[config.mk]
export PLATFORM = sky130hd
export DESIGN_NAME = pc_unit
export DESIGN_NICKNAME = d
export VERILOG_FILES = /design/src/rtl/pc_unit.sv
export SDC_FILE = /design/constraint.sdc
export NUM_CORES = 1
export LEC_CHECK = 0
export BUFFER_PORTS_ARGS = -buffer_cell sky130_fd_sc_hd__buf_4
export CAP_MARGIN = 10
export CORE_MARGIN = 2
export CORE_UTILIZATION = 54
export DETAILED_ROUTE_END_ITERATION = 8
export PLACE_DENSITY = 0.81
export SLEW_MARGIN = 20
export SYNTH_ARGS = -nofsm -noshare
export SYNTH_HDL_FRONTEND = slang
export SYNTH_SLANG_ARGS = --single-unit
[constraint.sdc]
create_clock -name CLK -period 2 [get_ports CLK]
set_input_delay 0.2 -clock CLK [delete_from_list [all_inputs] [get_ports CLK]]
set_output_delay 0.2 -clock CLK [all_outputs]
set_load 0.005 [all_outputs]
[src/rtl/pc_unit.sv]
// -----------------------------------------------------------------------------
// pc_unit
//
// Program counter for a simple in-order pipeline. Holds the current fetch
// address, offers the sequential successor combinationally, and remembers a
// branch that resolves while the front end is stalled so the redirect is not
// lost once the stall lifts.
//
// Parameters
//   RESET_VECTOR : address loaded into PC while reset is asserted
//   PC_STEP      : byte increment for sequential fetch
//
// Ports
//   PC         (out, 32) : current program counter, straight from a register
//   PC_4       (out, 32) : PC + PC_STEP, modulo 2^32
//   BRANCH_PC  (in,  32) : branch / jump target address, used unmodified
//   CLK        (in)      : single clock, all state changes on the rising edge
//   RESET      (in)      : asynchronous, active-low reset
//   CON_BRANCH (in)      : branch taken this cycle
//   BUSY_WAIT  (in)      : stall request, active high; PC holds while set
// -----------------------------------------------------------------------------
module pc_unit #(
  parameter logic [31:0] RESET_VECTOR = 32'h0000_0000,
  parameter int unsigned PC_STEP      = 4
) (
  output logic [31:0] PC,
  output logic [31:0] PC_4,
  input  logic [31:0] BRANCH_PC,
  input  logic        CLK,
  input  logic        RESET,
  input  logic        CON_BRANCH,
  input  logic        BUSY_WAIT
);

  localparam logic [31:0] STEP = 32'(PC_STEP);

  logic [31:0] pc_reg;
  logic [31:0] next_pc;
  logic        pend_valid;
  logic [31:0] pend_target;
  logic        pend_valid_next;
  logic [31:0] pend_target_next;

  // Sequential successor; the 32-bit add drops the carry so the address
  // space wraps naturally from 0xFFFF_FFFC back to 0.
  assign PC_4 = pc_reg + STEP;
  assign PC   = pc_reg;

  // Next-PC selection. A stall freezes the PC; otherwise a branch presented
  // this cycle wins over one remembered from an earlier stall, which in turn
  // wins over plain sequential fetch.
  always_comb begin
    next_pc = PC_4;
    if (BUSY_WAIT) begin
      next_pc = pc_reg;
    end else if (CON_BRANCH) begin
      next_pc = BRANCH_PC;
    end else if (pend_valid) begin
      next_pc = pend_target;
    end
  end

  // Pending-branch bookkeeping. Branches arriving during a stall are
  // captured (the newest one overwrites any older capture); the entry is
  // consumed on the first non-stalled edge, whether it is used or
  // superseded by a fresh branch on that same edge.
  always_comb begin
    pend_valid_next  = pend_valid;
    pend_target_next = pend_target;
    if (BUSY_WAIT) begin
      if (CON_BRANCH) begin
        pend_valid_next  = 1'b1;
        pend_target_next = BRANCH_PC;
      end
    end else begin
      pend_valid_next = 1'b0;
    end
  end

  // PC register; reset forces the vector asynchronously.
  always_ff @(posedge CLK or negedge RESET) begin
    if (!RESET) begin
      pc_reg <= RESET_VECTOR;
    end else begin
      pc_reg <= next_pc;
    end
  end

  // Pending-branch register; reset discards any captured branch so it can
  // never be taken after reset releases.
  always_ff @(posedge CLK or negedge RESET) begin
    if (!RESET) begin
      pend_valid  <= 1'b0;
      pend_target <= 32'h0000_0000;
    end else begin
      pend_valid  <= pend_valid_next;
      pend_target <= pend_target_next;
    end
  end

endmodule

==> metrics <==
P per Cell Area=736 nW/um^2; Initial Util=0.557; Main synth FF type=dfrtp_1; critical path capture point type=output pin; CTS Buffer Depth=2; simple-gate share of the synthesized area=0.182; core area=7250 sq um; # setup viols final=15; Tmin final=2.16 ns; worst hold slack=0.0894 ns; P_int=2980 uW; layout cells sized above 1=0.519; Clk pin slew, worst setup/hold paths=0.07 ns; post-synthesis compound-gate area fraction=0.194; grt ovf=0; YS warnings=0; Slew @ Worst Pin=0.840 ns; Seq/Total Area, Yosys=0.403; EDFF count, synth=0; vias in the first global route=4264; die width=90.5 microns; CTS tree=done; antenna violation net count after detailed routing=0; Min-Delay Endpoint=pend_target[8]$_DFFE_PN0P_; Synth Area per Inst=9.73 sq um; setup TNS=-1.67 ns; unrepaired setup endpoints after global routing=yes; DRC viols=0; crit start category=flop; pins over their slew limit=0; clk_lat worst skew=0.35 ns; CTS Sinks=65; Crit Reg-Reg Startpoint=PC[12]$_DFFE_PN0N_; HPWL after DPL=8.41 mm; Mapped Nets=452; Synth Area in XOR/XNOR=0.0607; first-pass GRT wire length=21.3 mm; Worst R2R Path Depth=8; die area=8180 sq um; Wirelength per Cell=22.6 microns; row count=31; hold wc startpoint=BRANCH_PC[8]; Max Cap Viol=0; number of H-tree levels=3; final hold vios=0; logic gate share of total power=0.374; final worst-path cycle share=1.08; Inst Count DP=624; GRT Util Overall=0.324; WP data arrival=1.96 ns; routed vias=4647; Adder-Cell Fraction of Synth Area=0.00310; antenna diode count=0; worst hold path class=in2reg; relative slew slack=0.440; maximum VDD drop=0.553 mV; initial antenna violation count=0; RePlAce Congestion=0.921; Setup Skew=0.00444 ns; kind of critical path=reg2out; Worst Path Required=1.80 ns; Mapped Cells=415; die height=90.5 microns; Layout Utilization=0.845; mapped cell area=4040 sq um; Synth Register Bits=65; CTS Buf Count=9; largest net degree at the start of global routing=66; Achievable Freq=463 MHz; Crit Reg-Reg Endpoint=PC[24]$_DFFE_PN0N_; final net count=625; FFs w/ async S/R, synth=1.00; dpl ws=-0.0291 ns; Reg power frac=0.382; final worst setup slack=-0.161 ns; Layout Cells excl Fill=689; post-synthesis mux area share=0.107; Port-buffer cells=99; initial drt markers=628; # fillers=350; maximum fanout along the worst path=5; Initial DRT Pass Iterations=6; Net Sw Frac=0.339; # IOs=100; Synth cell types=54; main combinational cell family by area after synthesis=compound AO/OA/AOI/OAI gates; final WL=15.6 mm; Clk pwr share=0.244; failing checks=negative setup slack; DR vias/cell=6.74; Worst R2R Setup Slack=0 ns; Switch Pwr=1530 uW; Static Leak=0.00286 uW; hold depth=2; Area Growth Syn to Fin=51.7%; Root Driver=clkbuf_8; status=complete, but fails checks
per-layer routing:
metal,wire length (microns),global-route usage,vias to the layer above,share of wire
met5,0,0,-,0
met4,687,0.110,0,0.044
met2,7380,0.540,408,0.47
met3,1670,0.0626,94,0.11
met1,5850,0.423,2231,0.38
li1,-,-,1914,-
flip-flops by register name (all words and copies together) (netlist names):
name and count:
PC 32, pend_target 32, pend_valid 1
worst max-delay path by stage:
stage / to / cells after the start / from
3_3_place_gp: PC[28]$_DFFE_PN0N_ / 5 / pend_valid$_DFFE_PN0P_
2_1_floorplan: PC_4[26] / 5 / PC[2]$_DFFE_PN0N_
3_5_place_dp: PC[10]$_DFFE_PN0N_ / 7 / CON_BRANCH
4_1_cts: PC_4[18] / 7 / PC[2]$_DFFE_PN0N_
5_1_grt: PC_4[24] / 6 / PC[12]$_DFFE_PN0N_
6_report: PC_4[30] / 6 / PC[10]$_DFFE_PN0N_
repair_timing:
item,in CTS,in global routing
hold buffers,1,0
setup endpoints to repair,20,26
buffers inserted,26,25
resized for setup,40,43
pin swaps,21,24
hold endpoints to repair,55,0
stage by stage:
step | cell area [sq um] | power (uW)
5_1_grt | 6130 | 4680
2_1_floorplan | 4040 | 2350
4_1_cts | 5700 | 4250
3_5_place_dp | 5100 | 3080
3_3_place_gp | 5100 | 3010
6_report | 6130 | 4510
logic make-up after synthesis:
group                      count (synthesis)
and+or+nand+nor                          128
AOI/OAI and AO/OA                        109
DFF                                       65
buffers and inverters                     45
muxes                                     39
xor gates and xnor gates                  28
adders and majority gates                  1
placed cells by master (no fill, tap or decap), types with 9 or more instances in the layout:
cell	Yosys	layout
a21oi_1	12	12
a22o_1	10	10
a22oi_1	17	17
buf_4	2	188
clkbuf_8	0	10
dfrtp_1	65	57
mux2_2	32	32
nand2_1	30	27
nand3_4	0	9
nand4_1	9	9
nor2_1	20	17
o21ai_0	24	24
xnor2_2	0	13
critical path: stages, from the launching register on:
cell and delay [ns]:
dfrtp_1 0.44, nand4_4 0.16, buf_6 0.19, nor4_4 0.43, nand2_4 0.10, xnor2_2 0.15
buf_4 0.14
area by class of cell:
class,count,area [sq um],share of cell area
Inverter,8,30.0,0.00490
Clock buffer,10,138,0.0225
Multi-Input combinational cell,305,2600,0.425
Timing Repair Buffer,199,1550,0.253
Tap cell,99,124,0.0202
Sequential cell,65,1640,0.267
Clock inverter,3,43.8,0.00715
power groups by stage:
stage / clock network, uW / logic [uW] / registers, uW
floorplan: 0 / 618 / 1730
global placement: 0 / 1320 / 1690
detailed placement: 0 / 1370 / 1710
CTS: 1090 / 1470 / 1690
global route: 1170 / 1780 / 1730
finish: 1100 / 1690 / 1720
Yosys cell counts (2+ instances only):
cell type | instances | area (sq um)
a311o_1 | 5 | 50.1
and2_1 | 4 | 25.0
nor4_1 | 6 | 37.5
a31o_2 | 2 | 17.5
mux2i_1 | 7 | 70.1
o2bb2ai_1 | 3 | 26.3
buf_2 | 11 | 55.1
nand4_1 | 9 | 56.3
o221ai_1 | 2 | 17.5
nor4_4 | 2 | 42.5
a211o_1 | 2 | 17.5
xor2_1 | 7 | 61.3
buf_6 | 2 | 22.5
xnor2_1 | 21 | 184
a21oi_1 | 12 | 60.1
a31oi_1 | 4 | 25.0
and4_1 | 11 | 96.3
nand2_1 | 30 | 113
a22o_1 | 10 | 87.6
dfrtp_1 | 65 | 1630
a22oi_1 | 17 | 128
or3_1 | 6 | 37.5
a21o_1 | 2 | 15.0
and3_1 | 6 | 37.5
nor3_1 | 12 | 60.1
buf_1 | 5 | 18.8
nor2b_1 | 2 | 12.5
mux2_2 | 32 | 360
nand3_2 | 3 | 30.0
o22ai_1 | 4 | 25.0
o211ai_1 | 5 | 37.5
inv_1 | 8 | 30.0
a41oi_1 | 2 | 17.5
a222oi_1 | 5 | 50.1
nor2_1 | 20 | 75.1
clkbuf_1 | 17 | 63.8
buf_4 | 2 | 15.0
o21ai_0 | 24 | 120
nand3_1 | 13 | 65.1
(Power assumes the default switching activity.)
